File: src/rtl/instr_fetch_pkg.sv
// Shared types and constants for the instruction fetch stage.
// Package name is if_pkg; imported by fetch_queue and instr_fetch.
package if_pkg;

    localparam int XLEN = 32;
    localparam int ILEN = 32;
    localparam logic [XLEN-1:0] PC_STEP = 32'd4;

    // One fetch-queue slot: the word returned by the ROM and the PC it was fetched from.
    typedef struct packed {
        logic [XLEN-1:0] pc;
        logic [ILEN-1:0] instr;
    } fq_entry_t;

    // Fetch targets are word aligned; the low two bits are simply dropped.
    function automatic logic [XLEN-1:0] align_pc(input logic [XLEN-1:0] pc);
        return {pc[XLEN-1:2], 2'b00};
    endfunction

endpackage

File: src/rtl/instr_fetch_fetch_queue.sv
// fetch_queue: synchronous FIFO of fq_entry_t with push/pop/flush.
// Pointers carry one extra MSB so full and empty are distinguishable
// without a separate occupancy register. The head is read combinationally.
module fetch_queue
    import if_pkg::*;
#(
    parameter int FQ_DEPTH = 2
) (
    input  logic                      clk_i,
    input  logic                      reset_i,
    input  logic                      push_i,
    input  logic                      pop_i,
    input  logic                      flush_i,
    input  fq_entry_t                 push_data_i,
    output fq_entry_t                 head_o,
    output logic                      full_o,
    output logic                      empty_o,
    output logic [$clog2(FQ_DEPTH):0] count_o
);

    localparam int AW = $clog2(FQ_DEPTH);
    localparam logic [AW:0] PTR_ONE = {{AW{1'b0}}, 1'b1};

    fq_entry_t   mem_q [FQ_DEPTH];
    logic [AW:0] wr_ptr_q, wr_ptr_d;
    logic [AW:0] rd_ptr_q, rd_ptr_d;
    logic        do_push;
    logic        do_pop;

    assign empty_o = (wr_ptr_q == rd_ptr_q);
    assign full_o  = (wr_ptr_q[AW] != rd_ptr_q[AW]) &&
                     (wr_ptr_q[AW-1:0] == rd_ptr_q[AW-1:0]);
    assign count_o = wr_ptr_q - rd_ptr_q;
    assign head_o  = mem_q[rd_ptr_q[AW-1:0]];

    // Guard against overflow/underflow locally even though the owner already qualifies these.
    assign do_push = push_i && (!full_o || pop_i);
    assign do_pop  = pop_i && !empty_o;

    // Pointer next-state; flush empties the queue by snapping write onto read,
    // which leaves the head storage (and so the head outputs) unchanged.
    always_comb begin
        wr_ptr_d = wr_ptr_q;
        rd_ptr_d = rd_ptr_q;
        if (flush_i) begin
            wr_ptr_d = rd_ptr_q;
        end else begin
            if (do_push) wr_ptr_d = wr_ptr_q + PTR_ONE;
            if (do_pop)  rd_ptr_d = rd_ptr_q + PTR_ONE;
        end
    end

    // Pointer and storage registers; storage is cleared so the head reads zero out of reset.
    always_ff @(posedge clk_i) begin
        if (reset_i) begin
            wr_ptr_q <= '0;
            rd_ptr_q <= '0;
            for (int i = 0; i < FQ_DEPTH; i++) begin
                mem_q[i] <= '0;
            end
        end else begin
            wr_ptr_q <= wr_ptr_d;
            rd_ptr_q <= rd_ptr_d;
            if (!flush_i && do_push) begin
                mem_q[wr_ptr_q[AW-1:0]] <= push_data_i;
            end
        end
    end

endmodule

File: src/rtl/instr_fetch.sv
// instr_fetch: fetch stage. Owns the PC, drives the ROM address combinationally,
// queues {pc, instr} pairs in fetch_queue and hands the head to decode over valid/ready.
// A redirect flushes the queue and reloads the PC (word aligned); a misaligned target
// sets a sticky error flag that only reset clears.
// Optional build macro IF_PERF_CNT_EN adds perf_fetched / perf_flushed counters.
module instr_fetch
    import if_pkg::*;
#(
    parameter logic [XLEN-1:0] RESET_PC = 32'h0000_0000,
    parameter int              FQ_DEPTH = 2
) (
    input  logic            clk,
    input  logic            reset,
    output logic [XLEN-1:0] instr_addr,
    input  logic [ILEN-1:0] instr_data,
    input  logic            redirect_valid,
    input  logic [XLEN-1:0] redirect_pc,
    output logic            if_valid,
    input  logic            if_ready,
    output logic [ILEN-1:0] if_instr,
    output logic [XLEN-1:0] if_pc,
    output logic            misalign_err
`ifdef IF_PERF_CNT_EN
    ,
    output logic [31:0]     perf_fetched,
    output logic [31:0]     perf_flushed
`endif
);

    localparam int CW = $clog2(FQ_DEPTH) + 1;

    logic [XLEN-1:0] fetch_pc_q, fetch_pc_d;
    logic            misalign_q, misalign_d;
    logic            push;
    logic            pop;
    logic            fq_full;
    logic            fq_empty;
    logic [CW-1:0]   fq_count;
    fq_entry_t       fq_head;
    fq_entry_t       fq_in;

    // Redirect wins over everything: head is hidden and nothing enters the queue.
    assign if_valid   = !fq_empty && !redirect_valid;
    assign pop        = if_valid && if_ready;
    assign push       = !redirect_valid && (!fq_full || pop);

    assign instr_addr = fetch_pc_q;
    assign fq_in      = '{pc: fetch_pc_q, instr: instr_data};
    assign if_instr   = fq_head.instr;
    assign if_pc      = fq_head.pc;
    assign misalign_err = misalign_q;

    fetch_queue #(
        .FQ_DEPTH (FQ_DEPTH)
    ) u_fetch_queue (
        .clk_i       (clk),
        .reset_i     (reset),
        .push_i      (push),
        .pop_i       (pop),
        .flush_i     (redirect_valid),
        .push_data_i (fq_in),
        .head_o      (fq_head),
        .full_o      (fq_full),
        .empty_o     (fq_empty),
        .count_o     (fq_count)
    );

    // PC and sticky-error next state; the PC wraps naturally at the top of the address space.
    always_comb begin
        fetch_pc_d = fetch_pc_q;
        misalign_d = misalign_q;
        if (redirect_valid) begin
            fetch_pc_d = align_pc(redirect_pc);
            if (redirect_pc[1:0] != 2'b00) misalign_d = 1'b1;
        end else if (push) begin
            fetch_pc_d = fetch_pc_q + PC_STEP;
        end
    end

    // PC and error flag registers.
    always_ff @(posedge clk) begin
        if (reset) begin
            fetch_pc_q <= RESET_PC;
            misalign_q <= 1'b0;
        end else begin
            fetch_pc_q <= fetch_pc_d;
            misalign_q <= misalign_d;
        end
    end

`ifdef IF_PERF_CNT_EN
    logic [31:0] perf_fetched_q;
    logic [31:0] perf_flushed_q;

    assign perf_fetched = perf_fetched_q;
    assign perf_flushed = perf_flushed_q;

    // Count every push, and every entry thrown away by a redirect; both wrap.
    always_ff @(posedge clk) begin
        if (reset) begin
            perf_fetched_q <= '0;
            perf_flushed_q <= '0;
        end else begin
            perf_fetched_q <= perf_fetched_q + {31'd0, push};
            if (redirect_valid) begin
                perf_flushed_q <= perf_flushed_q + 32'(fq_count);
            end
        end
    end
`else
    // Occupancy is only consumed by the perf counters.
    logic unused_fq_count;
    assign unused_fq_count = ^fq_count;
`endif

endmodule

File: config.mk
export PLATFORM = sky130hd
export DESIGN_NAME = instr_fetch
export DESIGN_NICKNAME = d
export VERILOG_FILES = /design/src/rtl/instr_fetch_pkg.sv /design/src/rtl/instr_fetch_fetch_queue.sv /design/src/rtl/instr_fetch.sv
export SDC_FILE = /design/constraint.sdc
export NUM_CORES = 1
export LEC_CHECK = 0
export CORE_ASPECT_RATIO = 1.2
export CORE_UTILIZATION = 45
export DETAILED_ROUTE_END_ITERATION = 6
export PLACE_DENSITY = 0.73
export SLEW_MARGIN = 20
export SYNTH_ARGS = -nofsm -noshare
export SYNTH_HDL_FRONTEND = slang
export SYNTH_SLANG_ARGS = --single-unit
File: constraint.sdc
create_clock -name clk -period 8.6 [get_ports clk]
set_input_delay 1.29 -clock clk [delete_from_list [all_inputs] [get_ports clk]]
set_output_delay 1.29 -clock clk [all_outputs]
set_load 0.01 [all_outputs]
==> out/results.tsv, run 1 <==
stage	metric	value	unit
outcome	status	complete, no violations	
final_layout	area_growth	30.79	%
route	avgViaCountPerCell	5.598	
route	dr.pass1.iters	5	
yosys	ys_types	67	
yosys	syn_area	0.007671	sq mm
worst_setup_path	worstPathRequired	7.31	ns
yosys	ys_seq_elements	160	
job	cap_violations	0	
route	vias	5520	
yosys	synth_edf_count	124	
timing	max_freq	252.6	MHz
global_route	grt_pass1_vias	5635	
clock_network	h-tree-depth	4	
pwr	p_sw	492.9	uW
die	ios	166	
global_route	grt_start_max_net_pins	63	
clock_network	cts_root_buffer	clkbuf_16	
yosys	yosysSeqAreaShare	0.5794	
final_layout	layout.cells.non_filler	986	
pwr	ir_drop	0.1355	mV
global_route	use_met3	0.04009	
timing	rsz0062_at_grt	no	
clock_network	post_cts_resized	0	
timing	fin_skew	0.008924	ns
route	post_drt_wl_per_cell	18.61	um
timing	worst_slew_pin_slew	1.154	ns
die	rows	51	
clock_network	postCtsSetupRepairBufs	0	
clock_network	cts_sinks	160	
timing	fin_crit	3.959	ns
global_route	grt_busiest_layer	met2	
place	dp_hpwl	11.87	mm
route	wl	18.35	mm
place	gp_congestion	0.8659	
yosys	postSynth.asyncResetShare	0	
die	die_y	145.0	um
die	die_area	0.01757	sq mm
global_route	antenna_found_initial	0	
timing	drv_slew	0	
final_layout	nNetsFinal	830	
timing	slew_headroom	0.2234	
clock_network	ctsLongestPathBuffers	2	
route	drt_iter0_drc	477	
die	core	0.01646	sq mm
pwr	internal-power	1551	uW
route	ant_nets	0	
pwr	power_density	203.7	mW/mm^2
clock_network	hold_buffers	0	
global_route	grt_use_met2	0.3606	
worst_hold_path	hp-class	flop to flop	
worst_setup_path	cp-start-kind	input port	
global_route	grt_pass1_wl	28.74	mm
final_layout	n_antenna_cell	0	
clock_network	clk_pin_slew_worst_paths	0.06	ns
clock_network	numCtsBuffers	17	
timing	setup_viol	0	
global_route	track_usage	0.2142	
worst_setup_path	cp-end-kind	output pin	
yosys	synthFlopType	edfxtp_1	
die	start_util	0.4660	
route	remaining_drc_errors	0	
final_layout	fin_util	0.6094	
place	place_inst	954	
pwr	seqPwrFrac	0.457	
clock_network	cts_tree	done	
worst_setup_path	critPathKind	input port to output pin	
timing	final.setup.tns	0	ns
final_layout	layout-drive-gt1-share	0.1589	
pwr	power.leakage	0.003570	uW
die	die_w	121.2	um
pwr	p_comb_frac	0.150	
pwr	clockPowerShare	0.393	
global_route	use_met1	0.2575	
global_route	grt_overflow_total	0	
place	portBuffers	161	
worst_setup_path	cp.arrival	2.67	ns
worst_setup_path	cp_max_fo	29	
pwr	switching_share	0.2412	
yosys	syn_inst	615	
yosys	ys_warn_count	0	
clock_network	insertion_delay	0.43	ns
timing	hold_viol_final	0	
yosys	avgSynthCellArea	12.47	sq um
timing	min_period_over_period	0.4604	
[worst max-delay path: stages]
cell	delay (ns)
clkdlybuf4s50_1	0.39
buf_4	0.23
a21oi_1	0.19
clkdlybuf4s50_1	0.56
[cells by family after synthesis]
kind of cell | count (synthesis) | share of synthesized area
DFF | 160 | 0.5794
and+or+nand+nor | 254 | 0.2008
AOI/OAI and AO/OA | 74 | 0.07389
adders and majority gates | 1 | 0.001631
buffers and inverters | 52 | 0.03686
other | 1 | 0.0004888
xor gates and xnor gates | 11 | 0.01598
muxes | 62 | 0.09101
[stage by stage]
stage	total power, uW	setup WS (ns)	instance area, sq um	hold WS, ns
5_1_grt	2116	4.517	10030	0.4984
3_5_place_dp	1259	4.206	9399	0.4464
6_report	2044	4.641	10030	0.4605
2_1_floorplan	1097	1.522	7682	0.4696
3_3_place_gp	1251	4.291	9399	0.4375
4_1_cts	2056	4.637	10030	0.4638
[flip-flops by register name (all words and copies together), names as in the netlist, named ones only]
register	flops
u_fetch_queue.wr_ptr_q	2
u_fetch_queue.mem_q	124
misalign_err	1
u_fetch_queue.rd_ptr_q	2
instr_addr	30
[worst paths after layout]
path / start / to / slack, ns / cells after the start
hold / removal: misalign_err / misalign_err / 0.46 / 2
setup / recovery: redirect_valid / if_valid / 4.64 / 4
setup reg to reg: u_fetch_queue.wr_ptr_q[0] / u_fetch_queue.mem_q[1][34] / 5.44 / 5
hold reg to reg: misalign_err / misalign_err / 0.46 / 2
[cells in the final DEF, fill, tap and decap left out, types with 4 or more instances in the layout]
cell	netlist	final
nand2_1	20	20
nor4_1	7	7
buf_4	6	9
or4_1	10	10
clkinvlp_4	0	6
conb_1	1	4
xnor2_1	5	5
o21ai_0	14	13
or3_1	9	9
nand3_1	12	12
nor2_1	30	30
mux2_2	62	62
bufinv_16	0	4
o31ai_1	11	10
nand4_1	9	9
a211oi_1	10	10
edfxtp_1	124	124
and2_1	121	121
xor2_1	4	4
clkdlybuf4s50_1	0	161
nor3_1	9	9
and3_1	4	4
inv_1	5	5
clkbuf_16	0	17
a311oi_1	16	16
dfxtp_1	36	35
[power groups by stage]
stage | clock network [uW] | registers [uW] | logic (uW)
floorplan | 0 | 943 | 154
CTS | 811 | 935 | 310
detailed placement | 0 | 951 | 308
finish | 803 | 935 | 306
global route | 847 | 941 | 328
global placement | 0 | 947 | 304
[metal layers]
| metal | vias to the layer above | share of wire |
|---|---|---|
| li1 | 2577 | - |
| met1 | 2657 | 0.40 |
| met2 | 243 | 0.50 |
| met3 | 43 | 0.062 |
| met4 | 0 | 0.034 |
| met5 | - | 0 |
[area by class of cell]
type	instances	area [sq um]
clock inverters	15	209.0
fillers	1305	6430
inverters	6	22.52
well taps	212	265.3
clock buffers	17	425.4
flip-flops and latches	160	4446
repair buffers	170	1679
multi-input cells	406	2987
[synth_stat cells, drive strengths merged (12+ instances only)]
library cell  number  area, sq um
o31ai             13        116.4
edfxtp           124         3724
buf               14        86.32
nand3             12        60.06
nand4             12        120.1
nand2             20        75.07
o21ai             14        70.07
nor2              30        112.6
clkbuf            29        145.1
and2             123        772.0
a311oi            16        140.1
mux2              62        698.2
or4               12        95.09
dfxtp             36        720.7
(Power assumes the default switching activity.)
==> run 2: changes to the inputs <==
--- a/config.mk
+++ b/config.mk
@@ -8,7 +8,7 @@
 export CORE_ASPECT_RATIO = 1.2
 export CORE_UTILIZATION = 45
 export DETAILED_ROUTE_END_ITERATION = 6
-export PLACE_DENSITY = 0.73
+export PLACE_DENSITY = 0.76
 export SLEW_MARGIN = 20
 export SYNTH_ARGS = -nofsm -noshare
 export SYNTH_HDL_FRONTEND = slang
==> constraint.sdc (replaced) <==
create_clock -name clk -period 3.2 [get_ports clk]
set_input_delay 0.48 -clock clk [delete_from_list [all_inputs] [get_ports clk]]
set_output_delay 0.48 -clock clk [all_outputs]
set_load 0.01 [all_outputs]
==> run 2 against run 1 <==
  * Wire length is 0.47% lower
  * First-iteration DRC count down 22%
  * Clock-buffer cell count grew 3
  * Global-route usage is 0.16 points higher
==> out/results.tsv, run 2 (same netlist as run 1, synthesis figures left out) <==
stage	metric	value	unit
clock_network	clk_pin_slew_worst_paths	0.07	ns
clock_network	cts_sinks	160	
worst_setup_path	critPathKind	flop to flop	
final_layout	largest_register_ffs	124	
clock_network	numCtsBuffers	17	
place	portBuffers	161	
pwr	seqPwrFrac	0.472	
pwr	p_comb_frac	0.156	
worst_setup_path	cp-end-kind	flop	
final_layout	area_growth	31.28	%
place	dp_hpwl	12.13	mm
worst_setup_path	ff2ff_path_depth	6	
clock_network	cts_root_buffer	clkbuf_16	
worst_setup_path	max_stage_delay	0.83	ns
clock_network	post_cts_resized	0	
place	gp_congestion	0.8554	
worst_hold_path	holdPathStages	2	
final_layout	finalInstanceArea	0.01007	sq mm
route	post_drt_wl_per_cell	18.39	um
clock_network	h-tree-depth	4	
die	rows	51	
worst_hold_path	min_from	misalign_err	
global_route	grt_pass1_vias	5652	
pwr	power_density	529.9	mW/mm^2
outcome	status	complete, no violations	
final_layout	fin_util	0.6117	
worst_setup_path	worstPathRequired	3.48	ns
route	wl	18.26	mm
worst_hold_path	min_to	misalign_err	
clock_network	postCtsSetupRepairBufs	0	
final_layout	largest-register	u_fetch_queue.mem_q	
die	ios	166	
pwr	power.leakage	0.003616	uW
worst_hold_path	hp-class	flop to flop	
timing	setup_viol	0	
pwr	clockPowerShare	0.372	
worst_setup_path	cp-start-kind	flop	
route	avgViaCountPerCell	5.564	
pwr	switching_share	0.2540	
final_layout	final_cell_mix	clkdlybuf4s50_1 (161), edfxtp_1 (124), and2_1 (121), mux2_2 (62), dfxtp_1 (35)	
final_layout	fillers	1311	
pwr	finalPower	5336	uW
timing	hold_viol_final	0	
clock_network	insertion_delay	0.42	ns
job	cap_violations	0	
timing	layout_setup_ws	0.3500	ns
worst_setup_path	path_common_cell	buf_4	
route	top_layer	met4	
clock_network	cts_tree	done	
global_route	grt_overflow_total	0	
route	dr_wl_met2	8.952	mm
route	dr.pass1.iters	5	
die	die_w	121.2	um
global_route	track_usage	0.2158	
pwr	ir_drop	0.3205	mV
worst_setup_path	cp_num_buf_inv	2	
die	core	0.01646	sq mm
die	die_area	0.01757	sq mm
worst_setup_path	crit_family	simple AND/OR/NAND/NOR gates	
worst_setup_path	cp_max_fo	32	
final_layout	nNetsFinal	837	
route	drt-met1-wl	7.694	mm
clock_network	ctsLongestPathBuffers	2	
worst_setup_path	cp.arrival	3.13	ns
timing	fin_crit	2.850	ns
timing	final.setup.tns	0	ns
place	place_ws	0.06727	ns
final_layout	n_antenna_cell	0	
worst_setup_path	critical_path.cell_chain	xor2_4 > nor3_2 > buf_4 > nor3_4 > buf_4 > and2_1	
final_layout	layout-drive-gt1-share	0.1665	
timing	rsz0062_at_grt	no	
timing	drv_slew	0	
timing	fin_skew	0.01063	ns
pwr	internal-power	3981	uW
timing	slew_headroom	0.3105	
die	start_util	0.4660	
timing	min_period_over_period	0.8906	
global_route	antenna_found_initial	0	
place	placed_cell_area	0.009484	sq mm
clock_network	hold_buffers	0	
route	vias	5525	
worst_setup_path	cp_slowest_cell	nor3_4	
global_route	grt_start_max_net_pins	63	
pwr	p_sw	1355	uW
route	drt_iter0_drc	373	
worst_setup_path	r2r_slack	0.35	ns
worst_setup_path	reg2reg_to	u_fetch_queue.mem_q[1][17]	
route	met3_length	1.245	mm
timing	max_freq	350.9	MHz
final_layout	layout_commonest_cell	clkdlybuf4s50_1	
global_route	grt_pass1_wl	29.30	mm
timing	worst_slew_pin_slew	1.031	ns
die	die_y	145.0	um
route	remaining_drc_errors	0	
route	ant_nets	0	
worst_setup_path	r2r-start	u_fetch_queue.wr_ptr_q[0]	
run 2: changes by cell type in the layout (fill, tap and decap cells not counted), sizes merged:
cell,before,now
clkinvlp,6,0
clkbuf,17,20
buf,9,16
clkinv,3,4
bufinv,4,0
inv,8,14
run 2: worst max-delay path by stage:
stage                               from                          to  slack, ns  cells after the start
2_1_floorplan             redirect_valid   u_fetch_queue.mem_q[0][0]     -0.008                      4
3_3_place_gp                    if_ready  u_fetch_queue.mem_q[1][13]       0.21                      7
3_5_place_dp                    if_ready  u_fetch_queue.mem_q[1][40]       0.07                      7
4_1_cts        u_fetch_queue.wr_ptr_q[0]  u_fetch_queue.mem_q[1][48]       0.32                      6
5_1_grt        u_fetch_queue.wr_ptr_q[0]  u_fetch_queue.mem_q[1][48]       0.12                      6
6_report       u_fetch_queue.wr_ptr_q[0]  u_fetch_queue.mem_q[1][17]       0.35                      6
run 2: worst min-delay path, cell delays in order (launching register included):
cell and delay (ns):
dfxtp_1 0.31, inv_1 0.05, a21oi_1 0.05
run 2: layer usage:
metal / up-vias / global-route usage
li1: 2592 / -
met1: 2668 / 0.2724
met2: 235 / 0.3580
met3: 30 / 0.05110
met4: 0 / 0.07716
met5: - / 0
run 2: cell type report:
cell class	instances	area, sq um	share of cell area
Multi-Input combinational cell	406	2992	0.2971
Clock buffer	20	479.2	0.04758
Tap cell	212	265.3	0.02634
Timing Repair Buffer	177	1757	0.1744
Sequential cell	160	4448	0.4417
Clock inverter	12	107.6	0.01068
Inverter	6	22.52	0.002236
run 2: power by group through the flow:
stage	Sequential [uW]	Clock, uW	Combinational (uW)
CTS	2520	2020	839
global placement	2550	0	823
detailed placement	2560	0	832
floorplan	2520	0	418
finish	2520	1990	830
global route	2540	2100	890
run 2: through the flow:
step | instances | hold slack, ns
3_5_place_dp | 961 | 0.4421
5_1_grt | 993 | 0.4889
2_1_floorplan | 618 | 0.4696
6_report | 993 | 0.4556
3_3_place_gp | 961 | 0.4332
4_1_cts | 993 | 0.4572
